===== config.mk =====
export PLATFORM = sky130hd
export DESIGN_NAME = ex_mem_latch
export DESIGN_NICKNAME = d
export VERILOG_FILES = /design/src/rtl/cpu_types_pkg.sv /design/src/rtl/ex_mem_latch.sv
export SDC_FILE = /design/constraint.sdc
export NUM_CORES = 1
export LEC_CHECK = 0
export CORE_MARGIN = 4
export CORE_UTILIZATION = 35
export DETAILED_ROUTE_END_ITERATION = 6
export PLACE_DENSITY = 0.72
export SETUP_SLACK_MARGIN = 0.4
export SYNTH_ARGS = -nofsm -noshare
export SYNTH_HDL_FRONTEND = slang
export SYNTH_SLANG_ARGS = --single-unit

===== constraint.sdc =====
create_clock -name CLK -period 1.7 [get_ports CLK]
set_clock_uncertainty 0.2 [all_clocks]
set_input_delay 0.34 -clock CLK [delete_from_list [all_inputs] [get_ports CLK]]
set_output_delay 0.34 -clock CLK [all_outputs]
set_load 0.02 [all_outputs]

===== src/rtl/cpu_types_pkg.sv =====
// cpu_types_pkg: shared datapath types for the pipelined CPU.
//   word_t    - 32-bit machine word (results, store data, counters)
//   regbits_t - 5-bit register-file index
//   aluop_t   - ALU operation encoding used by the execute stage
package cpu_types_pkg;

    localparam int WORD_W = 32;
    localparam int REG_W  = 5;

    typedef logic [WORD_W-1:0] word_t;
    typedef logic [REG_W-1:0]  regbits_t;

    typedef enum logic [3:0] {
        ALU_SLL  = 4'd0,
        ALU_SRL  = 4'd1,
        ALU_ADD  = 4'd2,
        ALU_SUB  = 4'd3,
        ALU_AND  = 4'd4,
        ALU_OR   = 4'd5,
        ALU_XOR  = 4'd6,
        ALU_NOR  = 4'd7,
        ALU_SLT  = 4'd8,
        ALU_SLTU = 4'd9
    } aluop_t;

endpackage


===== src/rtl/ex_mem_latch.sv =====
// ex_mem_latch: EX/MEM pipeline register.
//   Inputs : CLK, nRST (async active-low), en (advance), flush (bubble,
//            beats en), ex_* (execute-stage result, flags, store data,
//            destination register and control bits)
//   Outputs: mem_* (registered copy for the memory stage), mem_exc
//            (overflow trap taken), halted (sticky until reset),
//            valid_count (wrapping count of valid captures)
// Edge priority: halted hold > flush bubble > en capture > hold.
module ex_mem_latch
    import cpu_types_pkg::*;
(
    input  logic     CLK,
    input  logic     nRST,
    input  logic     en,
    input  logic     flush,
    input  logic     ex_valid,
    input  word_t    ex_result,
    input  logic     ex_zero,
    input  logic     ex_negative,
    input  logic     ex_overflow,
    input  logic     ex_ov_trap,
    input  word_t    ex_store_data,
    input  regbits_t ex_rd,
    input  logic     ex_memren,
    input  logic     ex_memwen,
    input  logic     ex_regwen,
    input  logic     ex_halt,
    output logic     mem_valid,
    output word_t    mem_result,
    output word_t    mem_store_data,
    output regbits_t mem_rd,
    output logic     mem_zero,
    output logic     mem_negative,
    output logic     mem_memren,
    output logic     mem_memwen,
    output logic     mem_regwen,
    output logic     mem_exc,
    output logic     halted,
    output word_t    valid_count
);

    logic     valid_q, valid_d;
    word_t    result_q, result_d;
    word_t    store_q, store_d;
    regbits_t rd_q, rd_d;
    logic     zero_q, zero_d;
    logic     neg_q, neg_d;
    logic     memren_q, memren_d;
    logic     memwen_q, memwen_d;
    logic     regwen_q, regwen_d;
    logic     exc_q, exc_d;
    logic     halted_q, halted_d;
    word_t    valid_count_q, valid_count_d;

    logic     exc_s;
    logic     commit_s;

    // A trap only counts for a real signed op; a trapped op must not write.
    assign exc_s    = ex_valid & ex_ov_trap & ex_overflow;
    assign commit_s = ex_valid & ~exc_s;

    // Next-state selection: halt freezes everything, then flush, then en.
    always_comb begin
        valid_d       = valid_q;
        result_d      = result_q;
        store_d       = store_q;
        rd_d          = rd_q;
        zero_d        = zero_q;
        neg_d         = neg_q;
        memren_d      = memren_q;
        memwen_d      = memwen_q;
        regwen_d      = regwen_q;
        exc_d         = exc_q;
        halted_d      = halted_q;
        valid_count_d = valid_count_q;
        if (halted_q) begin
            halted_d = 1'b1;
        end else if (flush) begin
            // Bubble: clear everything except the counter.
            valid_d  = 1'b0;
            result_d = 32'h0000_0000;
            store_d  = 32'h0000_0000;
            rd_d     = 5'd0;
            zero_d   = 1'b0;
            neg_d    = 1'b0;
            memren_d = 1'b0;
            memwen_d = 1'b0;
            regwen_d = 1'b0;
            exc_d    = 1'b0;
        end else if (en) begin
            valid_d  = ex_valid;
            result_d = ex_result;
            store_d  = ex_store_data;
            rd_d     = ex_rd;
            zero_d   = ex_zero;
            neg_d    = ex_negative;
            memren_d = ex_memren & commit_s;
            memwen_d = ex_memwen & commit_s;
            regwen_d = ex_regwen & commit_s;
            exc_d    = exc_s;
            halted_d = ex_valid & ex_halt;
            if (ex_valid) begin
                // Trapped and halt instructions are counted too; wraps freely.
                valid_count_d = valid_count_q + 32'd1;
            end else begin
                valid_count_d = valid_count_q;
            end
        end else begin
            halted_d = 1'b0;
        end
    end

    // State register with asynchronous clear.
    always_ff @(posedge CLK or negedge nRST) begin
        if (!nRST) begin
            valid_q       <= 1'b0;
            result_q      <= 32'h0000_0000;
            store_q       <= 32'h0000_0000;
            rd_q          <= 5'd0;
            zero_q        <= 1'b0;
            neg_q         <= 1'b0;
            memren_q      <= 1'b0;
            memwen_q      <= 1'b0;
            regwen_q      <= 1'b0;
            exc_q         <= 1'b0;
            halted_q      <= 1'b0;
            valid_count_q <= 32'h0000_0000;
        end else begin
            valid_q       <= valid_d;
            result_q      <= result_d;
            store_q       <= store_d;
            rd_q          <= rd_d;
            zero_q        <= zero_d;
            neg_q         <= neg_d;
            memren_q      <= memren_d;
            memwen_q      <= memwen_d;
            regwen_q      <= regwen_d;
            exc_q         <= exc_d;
            halted_q      <= halted_d;
            valid_count_q <= valid_count_d;
        end
    end

    assign mem_valid      = valid_q;
    assign mem_result     = result_q;
    assign mem_store_data = store_q;
    assign mem_rd         = rd_q;
    assign mem_zero       = zero_q;
    assign mem_negative   = neg_q;
    assign mem_memren     = memren_q;
    assign mem_memwen     = memwen_q;
    assign mem_regwen     = regwen_q;
    assign mem_exc        = exc_q;
    assign halted         = halted_q;
    assign valid_count    = valid_count_q;

endmodule

==> results of run 1 <==
report_power, final:
| group | switching [W] | internal, W |
|---|---|---|
| Combinational | 0.00144 | 0.00208 |
| Sequential | 0.000484 | 0.00316 |
| Clock | 0.000923 | 0.00123 |
| Total | 0.00284 | 0.00646 |
layer usage:
layer / share of wire (%) / up-vias / global-route usage (%) / routed length (um)
met2: 53 / 143 / 33.4 / 7600
met4: 2.0 / 0 / 6.23 / 281
met3: 6.7 / 22 / 6.39 / 959
met1: 38 / 1894 / 22.3 / 5520
li1: - / 1747 / - / -
met5: 0 / - / 0 / 0
Yosys cell counts:
library cell    n
nand2_1        15
and3_2          1
xnor2_1        25
and4_1          4
a22o_1         74
clkbuf_1       15
and2_1          2
a31oi_1         1
nand4bb_1       1
dfrtp_1       109
or4_4           1
nor2_1          6
nor4_4          3
a41o_1          1
nor3b_1         1
and3_1          4
buf_6           2
and4_2          2
buf_1           1
nand4_4         1
inv_1           2
nand4_1        15
xor2_1          6
o21bai_1        1
ha_1            1
nand3_1         9
sequential cells by signal (all words and copies together), names as in the netlist:
name,cells
mem_exc,1
mem_regwen,1
mem_rd,5
mem_memwen,1
mem_valid,1
mem_zero,1
mem_store_data,32
mem_memren,1
valid_count,32
halted,1
mem_negative,1
mem_result,32
per-stage QoR:
step / cell area (um^2) / TNS [ns] / setup WS (ns)
after detailed placement: 6550 / -32.63 / -0.578
after global routing: 8000 / -8.50 / -0.160
after CTS: 7510 / -5.33 / -0.119
final: 8000 / -4.05 / -0.122
after floorplan: 4330 / -0.805 / -0.0972
after global placement: 6550 / -27.14 / -0.535
worst max path at each step:
stage | start | endpoint | slack [ns] | cells after the start
finish | halted | mem_store_data[31] | -0.12 | 6
floorplan | halted | valid_count[11] | -0.1 | 5
global route | halted | valid_count[2] | -0.16 | 8
global placement | flush | valid_count[13] | -0.54 | 6
detailed placement | flush | valid_count[11] | -0.58 | 6
CTS | halted | valid_count[11] | -0.12 | 5
critical path, stage by stage, from the launching register on:
cell       delay (ns)
dfrtp_2          0.42
buf_4            0.14
buf_6            0.10
buf_6            0.12
o21bai_4         0.21
bufbuf_16        0.29
a22o_1           0.23
kinds of logic (layout without fill, tap and decap cells):
kind of cell	after synthesis	after routing	synth area share [%]
xor gates and xnor gates	31	31	6.45
adders and majority gates	1	1	0.297
DFF	109	109	64.8
buffers and inverters	20	332	2.14
AOI/OAI and AO/OA	77	77	16.0
and+or+nand+nor	65	65	10.3
cell type report:
cell class | instances | area share, %
Sequential cell | 109 | 34.3
Clock buffer | 13 | 3.25
Inverter | 2 | 0.0939
Multi-Input combinational cell | 174 | 19.7
Clock inverter | 3 | 0.547
Tap cell | 143 | 2.24
Timing Repair Buffer | 314 | 39.9
repair_timing:
action | 4_1_cts | 5_1_grt
pin swaps | 37 | 19
gates cloned | 2 | 4
setup buffers | 45 | 41
endpoints found under the hold margin | 19 | 0
resized for setup | 676 | 29
hold buffers | 1 | 0
setup endpoints to repair | 217 | 217
==> results.toml, run 1 <==
[route]
drtIter0Drc = 183
final_antenna_net_count = 0
viasPerCell = 5.02
drt_first_pass_iters = 6
vias = 3806
route.detailed.drc = 0
wl_per_cell_um = 19.0
wirelength_um = 14400

[global_route]
grt_pass1_wl_um = 21500
grt-ovfl-total = 0
first_global_vias = 4082
grt.total_usage_pct = 19.2
grt_max_degree = 48
antenna_found_initial = 0

[critical_path]
rrSetupSlack_ns = -0.12
rr_endpoint = "mem_store_data[31]"
worstSetupEndpointType = "flip-flop"
ff2ff_path_depth = 6
worstSetupStartpointType = "flip-flop"
worst-path-max-fanout = 7
r2r_start = "halted"
cp.arrival_ns = 1.85
critPathKind = "reg2reg"
cp.required_ns = 1.73

[timing]
post-route-period-util_pct = 107
fin_ws_ns = -0.122
setup_violations = 86
worst_pin_slew_ns = 0.342
layout_min_cycle_time_ns = 1.82
slew_violations = 0
max_slew_margin_pct = 77.1
hold_violations = 0
holdWs_ns = 0.235
fmax_mhz = 549
rsz0062_at_grt = "true"

[synth]
syn_nets = 386
yosysSeqAreaShare_pct = 64.8
synth.ff_latch_count = 109
synth_top_area_share_pct = 64.8
synth_cell_types = 26
synth_top_area_cell = "dfrtp_1"
avgSynthCellArea_um2 = 13.9
synth_area_leaders = "dfrtp_1, a22o_1, xnor2_1, nand4_1, nor4_4"
synth_area_mm2 = 0.00421
synthCells = 303
synth_warnings = 0

[pwr]
p_per_area_mw_per_mm2 = 1160
power_w = 0.00931
ir_drop_mv = 0.699
leakage_nw = 3.93

[placement]
gp_congestion = 0.777
dpl.hpwl_um = 9040
placement.io_buffers = 190
place_inst = 649

[final_layout]
area_growth_pct = 90.2
mostFrequentLayoutCells = "buf_6, dfrtp_1, buf_4"
final-seq-area_mm2 = 0.00275
finish.utilization_pct = 68.9
fillers = 812
nets = 693
layout_commonest_cell = "buf_6"
finalNonFillerCells = 758
layout-drive-gt1-share_pct = 48.1
multi_input_area_mm2 = 0.00157
n_antenna_cell = 0

[cts]
htree_levels = 3
cts_max_path_buffers = 2
clk_pin_slew_worst_paths_ns = 0.07
cts_buffers = 9
cts_tree = "yes"
cts.sinks = 109
insertion_delay_ns = 0.34
root_buffer = "clkbuf_16"

[hold_path]
hp-class = "in2async"

[floorplanning]
die_w_um = 118
num_rows = 39
initial_core_util_pct = 36.2
io_pins = 191
fp.dieH_um = 118
design.core.area_mm2 = 0.0116
dieArea_mm2 = 0.0138

[status]
status = "complete, but fails checks"
violations = "setup timing"

[run]
max-cap-violations = 0
No activity file was read; power rests on OpenSTA's default activity.
==> inputs of run 2 (changes only) <==
CORE_MARGIN = unset   (was 4)
PLACE_DENSITY = 0.76   (was 0.72)
==> results.toml, run 2 (synthesized netlist as in run 1, its figures left out) <==
[final_layout]
nets = 698
area_growth_pct = 96.5
postLayoutCellArea_mm2 = 0.00827
layout_commonest_cell = "buf_6"
n_antenna_cell = 0
finalNonFillerCells = 763
mostFrequentLayoutCells = "buf_6, dfrtp_1, buf_4"
fillers = 740
layout-drive-gt1-share_pct = 49.4

[pwr]
ir_drop_mv = 0.721
internal_power_w = 0.00667
leakage_nw = 4.05
p_sw_w = 0.00286
switching_share_pct = 30.0
pwr-share-comb_pct = 36.6
power_w = 0.00953
p_seq_share_pct = 38.2
p_clk_share_pct = 25.2
p_per_area_mw_per_mm2 = 1150

[cts]
cts_tree = "yes"
cts_max_path_buffers = 2
cts_buffers = 9
htree_levels = 3
root_buffer = "clkbuf_16"
insertion_delay_ns = 0.34
clk_pin_slew_worst_paths_ns = 0.07
cts.sinks = 109

[route]
final_antenna_net_count = 0
vias = 3966
wirelength_um = 14800
viasPerCell = 5.20
wl_per_cell_um = 19.4
route.detailed.drc = 17
drtIter0Drc = 184
drt_first_pass_iters = 6

[run]
max-cap-violations = 0

[critical_path]
worst-path-max-fanout = 5
ff2ff_path_depth = 7
cp.arrival_ns = 1.90
critPathKind = "reg2reg"
r2r_start = "halted"
rrSetupSlack_ns = -0.14
worstSetupEndpointType = "flip-flop"
rr_endpoint = "valid_count[6]"
cp.required_ns = 1.76
worstSetupStartpointType = "flip-flop"

[timing]
post-route-period-util_pct = 108
slew_violations = 0
fmax_mhz = 543
worst_pin_slew_ns = 0.421
setup_violations = 93
fin_ws_ns = -0.143
hold_violations = 0
layout_min_cycle_time_ns = 1.84
rsz0062_at_grt = "true"
holdWs_ns = 0.166
max_slew_margin_pct = 71.9

[floorplanning]
fp.dieH_um = 112
num_rows = 39
initial_core_util_pct = 36.4
io_pins = 191
die_w_um = 112
design.core.area_mm2 = 0.0116
dieArea_mm2 = 0.0125

[hold_path]
hp-class = "in2async"

[status]
violations = "DRC, setup timing"
status = "complete, but fails checks"

[placement]
pre_cts_slack_ns = -0.518
place_area_mm2 = 0.00654
dpl.hpwl_um = 8270
gp_congestion = 0.811
placement.io_buffers = 190
place_inst = 649

[global_route]
grt_pass1_wl_um = 20500
antenna_found_initial = 0
grt_max_degree = 46
grt-ovfl-total = 0
first_global_vias = 3981
grt.total_usage_pct = 21.1
==> run 2: changes by cell type in the layout (fill, tap and decap cells not counted), sizes merged <==
cell,before,now
bufinv,1,2
clkinv,2,1
clkbuf,16,20
bufbuf,1,0
buf,229,231
==> run 2: timing repair <==
action                                 in CTS  in global routing
endpoints found under the hold margin     109                  0
cloned                                      5                 11
pin swaps                                  60                 66
buffers inserted                           42                 39
setup endpoints to repair                 217                217
hold buffers                                1                  0
resized for setup                         680                 46
==> run 2: worst max path at each step <==
stage | startpoint | to | slack [ns] | cells past startpoint
floorplan | halted | valid_count[11] | -0.1 | 5
global placement | flush | valid_count[11] | -0.50 | 6
detailed placement | flush | valid_count[11] | -0.52 | 6
CTS | halted | valid_count[11] | -0.13 | 5
global route | halted | valid_count[27] | -0.22 | 7
finish | halted | valid_count[6] | -0.14 | 7
==> run 2: stage by stage <==
stage	utilization, %	TNS [ns]
global placement	56.5	-30.94
floorplan	-	-0.805
detailed placement	56.5	-34.17
CTS	65.2	-1.33
global route	71.5	-11.71
finish	71.5	-4.98
==> run 2: critical path, stage by stage, from the launching register on <==
cell	delay, ns
dfrtp_2	0.41
nand4bb_4	0.22
buf_6	0.15
buf_4	0.14
nor2_4	0.11
buf_6	0.13
and4_4	0.23
xor2_1	0.16
==> run 2: power by group through the flow <==
stage / clock network, W / registers (W) / logic, W
2_1_floorplan: 0 / 0.00420 / 0.000550
4_1_cts: 0.00241 / 0.00361 / 0.00316
3_3_place_gp: 0 / 0.00354 / 0.00276
5_1_grt: 0.00253 / 0.00369 / 0.00365
6_report: 0.00240 / 0.00364 / 0.00349
3_5_place_dp: 0 / 0.00353 / 0.00281
==> run 2: layout make-up <==
class	instances	area, um^2	share of cell area [%]
Clock buffer	13	280	3.39
Tap cell	143	179	2.16
Clock inverter	3	65.1	0.787
Multi-Input combinational cell	174	1590	19.2
Inverter	2	7.51	0.0908
Timing Repair Buffer	319	3400	41.1
Sequential cell	109	2750	33.2
==> run 2: metal layers <==
metal	GRT usage [%]	up-vias	wire [um]
met1	25.3	2008	5910
li1	-	1758	-
met3	5.01	31	843
met2	35.3	169	7640
met5	0	-	0
met4	10.8	0	420
==> inputs of run 3 (changes only) <==
CORE_UTILIZATION = 37   (was 35)
PLACE_DENSITY = 0.8   (was 0.76)
==> results.toml, run 3 (synthesized netlist as in run 1, its figures left out) <==
[pwr]
ir_drop_mv = 0.689
p_per_area_mw_per_mm2 = 1070
leakage_nw = 4.13

[global_route]
grt_max_degree = 45
first_global_vias = 4208
grt-ovfl-total = 0
antenna_found_initial = 0
grt_pass1_wl_um = 22400
grt.total_usage_pct = 25.7

[placement]
dpl.hpwl_um = 8340
gp_congestion = 0.811
placement.io_buffers = 190

[final_layout]
n_antenna_cell = 0
mostFrequentLayoutCells = "buf_6, dfrtp_1, buf_4"
layout_commonest_cell = "buf_6"
layout-drive-gt1-share_pct = 49.5
finish.utilization_pct = 77.0
area_growth_pct = 100
nets = 716
fillers = 648

[status]
violations = "setup timing"
status = "complete, but fails checks"

[timing]
worst_pin_slew_ns = 0.350
slew_violations = 0
fin_ws_ns = -0.183
fmax_mhz = 531
setup_violations = 26
max_slew_margin_pct = 76.6
rsz0062_at_grt = "true"
layout_min_cycle_time_ns = 1.88
post-route-period-util_pct = 111
hold_violations = 0
holdWs_ns = 0.259

[floorplanning]
initial_core_util_pct = 38.5
io_pins = 191
die_w_um = 109
fp.dieH_um = 109
num_rows = 38
design.core.area_mm2 = 0.0109
dieArea_mm2 = 0.0118

[route]
wirelength_um = 16000
route.detailed.drc = 0
viasPerCell = 5.22
drtIter0Drc = 172
vias = 4055
final_antenna_net_count = 0
drt_first_pass_iters = 4
wl_per_cell_um = 20.6

[critical_path]
worstPathCellList = "nand4bb_1, buf_6, buf_6, nor4_4, buf_6, buf_12, buf_6, xor2_1"
r2r_start = "halted"
worstSetupStartpointType = "flip-flop"
cp.required_ns = 1.75
rrSetupSlack_ns = -0.18
worst-path-max-fanout = 6
ff2ff_path_depth = 8
path_buf_inv = 5
cp.arrival_ns = 1.93
rr_endpoint = "valid_count[8]"
path_common_cell = "buf_6"
cpPeakStageDelay_ns = 0.40
critPathKind = "reg2reg"
cp_slowest_cell = "dfrtp_2"
crit_family = "buffers and inverters"
worstSetupEndpointType = "flip-flop"

[cts]
cts_max_path_buffers = 2
clk_pin_slew_worst_paths_ns = 0.07
cts_buffers = 9
htree_levels = 3
root_buffer = "clkbuf_16"
insertion_delay_ns = 0.34
cts.sinks = 109
cts_tree = "yes"

[hold_path]
hp-class = "in2async"

[run]
max-cap-violations = 0
-- run 3: through the flow --
stage	setup TNS, ns	instances	setup WS [ns]	power [W]	cell area, um^2
2_1_floorplan	-0.805	303	-0.0972	0.00475	4330
3_3_place_gp	-27.64	642	-0.478	0.00629	6520
3_5_place_dp	-29.73	642	-0.523	0.00634	6520
4_1_cts	-0.884	729	-0.106	0.00873	7810
5_1_grt	-3.95	777	-0.226	0.00938	8420
6_report	-1.93	777	-0.183	0.00900	8420
-- run 3: report_power, final --
| part | total (W) | switching, W | internal (W) |
|---|---|---|---|
| Sequential | 0.00363 | 0.000471 | 0.00316 |
| Clock | 0.00188 | 0.000891 | 0.000987 |
| Combinational | 0.00349 | 0.00143 | 0.00206 |
| Total | 0.00900 | 0.00280 | 0.00620 |
-- run 3: cell type report --
| cell class | count | area (um^2) | share of cell area [%] |
|---|---|---|---|
| well taps | 140 | 175 | 2.08 |
| multi-input cells | 174 | 1560 | 18.5 |
| clock buffers | 13 | 240 | 2.85 |
| repair buffers | 337 | 3680 | 43.7 |
| clock inverters | 2 | 12.5 | 0.149 |
| flip-flops and latches | 109 | 2750 | 32.6 |
| inverters | 2 | 7.51 | 0.0891 |
-- run 3: worst max path at each step --
stage,startpoint,cells after the start,slack [ns],end
4_1_cts,halted,5,-0.11,valid_count[11]
3_5_place_dp,flush,6,-0.52,valid_count[11]
5_1_grt,ex_valid,9,-0.23,valid_count[8]
6_report,halted,8,-0.18,valid_count[8]
3_3_place_gp,flush,6,-0.48,valid_count[13]
2_1_floorplan,halted,5,-0.1,valid_count[11]
-- run 3: layer usage --
metal	vias up	GRT usage, %	part of all wire [%]
met5	-	0	0
met4	0	9.07	3.0
met3	35	4.48	5.7
met2	187	46.4	53
met1	2027	30.6	38
li1	1806	-	-
-- run 3: what timing repair did --
| item | in CTS | in global routing |
|---|---|---|
| pin swaps | 42 | 12 |
| gates resized for setup | 686 | 41 |
| buffers inserted | 59 | 46 |
| hold buffers | 1 | 0 |
| hold endpoints to repair | 21 | 0 |
| cloned | 12 | 2 |
| endpoints found under the setup margin | 216 | 217 |
